### src/rtl/datapath.sv
// datapath: 32x32 register file feeding a combinational ALU with write-back
// and a zero flag for branch decisions.
module datapath #(
    parameter int DATA_WIDTH = 32,
    parameter int REG_COUNT  = 32
) (
    input  logic                         clock,
    input  logic                         reset,
    input  logic [$clog2(REG_COUNT)-1:0] read_reg_num1,
    input  logic [$clog2(REG_COUNT)-1:0] read_reg_num2,
    input  logic [$clog2(REG_COUNT)-1:0] write_reg,
    input  logic [3:0]                   alu_control,
    input  logic                         regwrite,
    output logic                         zero_flag
);
    localparam int SW = $clog2(DATA_WIDTH);

    logic [DATA_WIDTH-1:0] x [REG_COUNT];
    logic [DATA_WIDTH-1:0] a, b, result;

    // x0 is never written, so forcing reads to zero keeps it hard-wired
    assign a = (read_reg_num1 == '0) ? '0 : x[read_reg_num1];
    assign b = (read_reg_num2 == '0) ? '0 : x[read_reg_num2];

    always_comb begin
        result = '0;
        case (alu_control)
            4'b0000: result = a & b;
            4'b0001: result = a | b;
            4'b0010: result = a + b;
            4'b0100: result = a ^ b;
            4'b0110: result = a - b;
            4'b0111: result = {{(DATA_WIDTH-1){1'b0}}, $signed(a) < $signed(b)};
            4'b1000: result = a << b[SW-1:0];
            4'b1001: result = a >> b[SW-1:0];
            4'b1010: result = $unsigned($signed(a) >>> b[SW-1:0]);
            4'b1011: result = {{(DATA_WIDTH-1){1'b0}}, a < b};
            4'b1100: result = ~(a | b);
            default: result = '0;
        endcase
    end

    assign zero_flag = (result == '0);

    always_ff @(posedge clock) begin
        if (!reset) begin
            for (int i = 0; i < REG_COUNT; i++)
                x[i] <= DATA_WIDTH'(i);
        end else if (regwrite && write_reg != '0) begin
            x[write_reg] <= result;
        end
    end
endmodule

### config.mk
export PLATFORM = sky130hd
export DESIGN_NAME = datapath
export DESIGN_NICKNAME = d
export VERILOG_FILES = /design/src/rtl/datapath.sv
export SDC_FILE = /design/constraint.sdc
export NUM_CORES = 2
export LEC_CHECK = 0
export CORE_UTILIZATION = 51
export DETAILED_ROUTE_END_ITERATION = 10
export PLACE_DENSITY = 0.69
export SETUP_SLACK_MARGIN = 0.3
export SLEW_MARGIN = 20
export SYNTH_ARGS = -nofsm -noshare
export SYNTH_HDL_FRONTEND = slang
export SYNTH_SLANG_ARGS = --single-unit
### constraint.sdc
create_clock -name clock -period 11.7 [get_ports clock]
set_input_delay 2.34 -clock clock [delete_from_list [all_inputs] [get_ports clock]]
set_output_delay 2.34 -clock clock [all_outputs]
set_load 0.03 [all_outputs]
==> metrics.md <==
| Metric | Value |
|---|---|
| Switching part of the total | 0.330 |
| Number of synthesized register bits | 1024 |
| Final setup vio count | 0 |
| Crit path depth | 22 |
| Post-synth EDFFs | 1024 |
| Cts hold-fix bufs | 0 |
| Internal power | 6.98 mW |
| Synth Area in Compound Gates | 0.0808 |
| Synth Area in XOR/XNOR | 0.00129 |
| Drt total wl | 240000 um |
| DR vias/cell | 7.20 |
| Final slew viol count | 0 |
| Crit start category | input port |
| Std cell rows | 126 |
| Unique masters post-synth | 87 |
| Root cell of the clock tree | clkbuf_16 |
| Final worst path period share | 0.959 |
| Yosys top cell by area | edfxtp_1 |
| Largest register by flop count | x |
| Setup TNS | 0 ns |
| LEAKAGE | 24.0 nW |
| Worst Hold Depth | 11 |
| Final Skew | 0.0375 ns |
| Initial DRT Pass Iterations | 8 |
| Worst slew pin tran | 1.18 ns |
| Vias | 47500 |
| Worst R2R Start | x[28][0]$_SDFFCE_PN0P_ |
| RSZ-0062 raised after global routing | false |
| Clock power share | 0.323 |
| Post-synthesis mux area share | 0.241 |
| Layout net count | 5030 |
| Slew margin rel. | 0.207 |
| Wirelength per Cell | 36.4 um |
| DRC viols | 0 |
| Die ar. | 0.121 sq mm |
| Hold Path Origin | x[2][12]$_SDFFCE_PN0P_ |
| Port-buffer cells | 22 |
| Final Power | 10.4 mW |
| Synth-to-layout area growth | 11.6% |
| Dpl cells | 6404 |
| Synth top area share | 0.502 |
| CP Cell Sequence | clkdlybuf4s50_1, buf_4, buf_4, mux4_2, mux2_2, o221a_2, buf_4, fa_2, nand2b_1, nor2_4, o21ai_2, o211ai_1, nand2_1, o211ai_1, and3_1, nor2_1, a221o_1, a21oi_2, nand4_1, or2_1, nor4_4, buf_12 |
| Net Sw Power | 3.43 mW |
| Total grt overflow | 0 |
| HPWL Detailed | 164000 um |
| Main combinational cell family by area after synthesis | multiplexers |
| Clock sink count | 1024 |
| Drt initial violations | 8213 |
| Synth cell count leaders | 1127 x nor2_1, 1024 x edfxtp_1, 555 x mux4_2, 336 x clkbuf_1, 308 x nand2_1 |
| Largest net degree at the start of global routing | 58 |
| Reg-to-reg setup timing slack | 5.12 ns |
| Mapped Area | 0.0612 sq mm |
| Max_cap viols | 0 |
| Initial antenna violation count | 5 |
| Worst setup path class | input port to output port |
| Hold Fails Final Rpt | 0 |
| Crit path DAT | 8.88 ns |
| Worst-Skew Late Latency | 0.71 ns |
| Post-synthesis sequential area ratio | 0.502 |
| CTS tree | yes |
| CP delay by family, top | compound AO/OA/AOI/OAI gates |
| Crit-path slowest cell | clkdlybuf4s50_1 |
| Status | complete, no violations |
| Fmax | 89.1 MHz |
| Buf/Inv on CP | 5 |
| Count leader, synth | nor2_1 |
| Critical path data required time | 9.36 ns |
| Asr flop ratio synth | 0 |
| Die Ht | 348 um |
| DIE WIDTH | 348 um |
| Vias in the first global route | 45700 |
| Fin crit period | 11.22 ns |
| Largest register FFs | 1024 |
| Inserted Clock Buffers | 98 |
| Initial Utilization | 0.516 |
| Power per cell area | 152 mW/mm^2 |
| Hold Path Class | flop to flop |
| First-pass GRT wire length | 338000 um |
| Filler cells | 9434 |
| Crit path from | read_reg_num2[3] |
| Gr usage total | 0.393 |
| Element type at the critical path end | output port |
| Combinational power share | 0.270 |
| Layout cell share with drive strength beyond 1 | 0.250 |
| I/O pins | 23 |
| Max incr delay on CP | 0.56 ns |
| Longest Clk Path Bufs | 3 |
| Mapped Cells | 4894 |
| Area share of fa/ha/maj cells after synthesis | 0.0203 |
| Placer Congestion | 1.05 |
| Fin Hold WS | 2.01 ns |
| Critical-path maximum fanout | 22 |
| Final core utilization | 0.577 |
| Reg clk slew, reported paths | 0.07 ns |
| Core area | 0.119 sq mm |
| Most used DFF post-synth | edfxtp_1 |
| Syn Area/Cell | 12.5 sq um |
| YS warnings | 0 |
| Top Registers | x: 1024 flops |
| Simple-gate area share of the yosys netlist | 0.114 |
| Top cells by area, synth | edfxtp_1 50%, mux4_2 20%, nor2_1 6.9% |
| CP most frequent cell | buf_4 |
| Worst r2r path cells | 23 |
| H-tree lvl count | 3 |
| Fin cells | 6595 |
| Sequential share of power | 0.407 |
| Peak VDD IR | 132 uV |
| ANT nets after route | 0 |
-- power by group through the flow --
stage / registers (mW) / logic, mW / clock network [mW]
6_report: 4.24 / 2.81 / 3.36
5_1_grt: 4.25 / 2.89 / 3.48
4_1_cts: 4.23 / 2.67 / 3.35
3_5_place_dp: 4.31 / 2.66 / 0
3_3_place_gp: 4.30 / 2.66 / 0
2_1_floorplan: 4.28 / 1.60 / 0
-- kinds of logic (layout without fill, tap and decap cells) --
kind of cell,after synthesis,count (layout)
AO/OA/AOI/OAI,701,701
XOR/XNOR,9,9
adder cells (fa/ha/maj),98,98
buffers and inverters,589,655
flip-flops,1024,1024
multiplexers,775,775
other,1,36
AND/OR/NAND/NOR,1697,1697
-- tightest hold or removal path: stages (launching register included) --
cell	delay, ns
edfxtp_1	0.35
a221oi_1	0.09
a211oi_1	0.21
nand2_1	0.09
buf_4	0.18
ha_1	0.22
nor2_1	0.10
a221oi_1	0.06
o211ai_1	0.14
nor3_4	0.07
buf_4	0.26
nor2_1	0.13
-- repair_timing --
item	CTS	global route
endpoints found under the setup margin	1	1
pin swaps	1	3
endpoints found under the hold margin	0	0
buffers inserted	1	3
cloned	0	2
resized for setup	17	37
-- metrics by stage --
stage / instance area, sq um / setup slack (ns)
floorplan: 61400 / 0.392
global placement: 64700 / -0.828
detailed placement: 64700 / -0.517
CTS: 68100 / 0.323
global route: 68300 / 0.299
finish: 68400 / 0.479
-- worst paths after layout --
kind | end
worst min register to register | x[14][12]$_SDFFCE_PN0P_
worst max-delay path | zero_flag
worst min-delay path | x[14][12]$_SDFFCE_PN0P_
worst max register to register | x[18][30]$_SDFFCE_PN0P_
-- layout make-up --
type | count | area [sq um] | share of cell area
inverters | 108 | 413 | 0.00604
diodes | 4 | 10.0 | 0.000146
clock inverters | 67 | 796 | 0.0116
flip-flops and latches | 1024 | 30700 | 0.450
well taps | 1600 | 2000 | 0.0293
clock buffers | 114 | 2530 | 0.0371
repair buffers | 366 | 3210 | 0.0470
multi-input cells | 3312 | 28600 | 0.419
-- cells in the final DEF (no fill, tap or decap), types with 95 or more instances in the layout --
master,count
clkbuf_16,101
ha_1,95
nor2_1,1119
nand2_1,261
edfxtp_1,1024
mux2i_1,175
buf_4,315
a21oi_1,133
inv_1,98
mux4_2,555
-- routing by layer --
layer	global-route usage	vias up	wire length (um)
met5	0	-	17
met4	0.218	2	15700
met3	0.104	859	33700
li1	-	18700	-
met2	0.603	4193	108000
met1	0.510	23700	82200
Power figures use the tool's default switching activity.
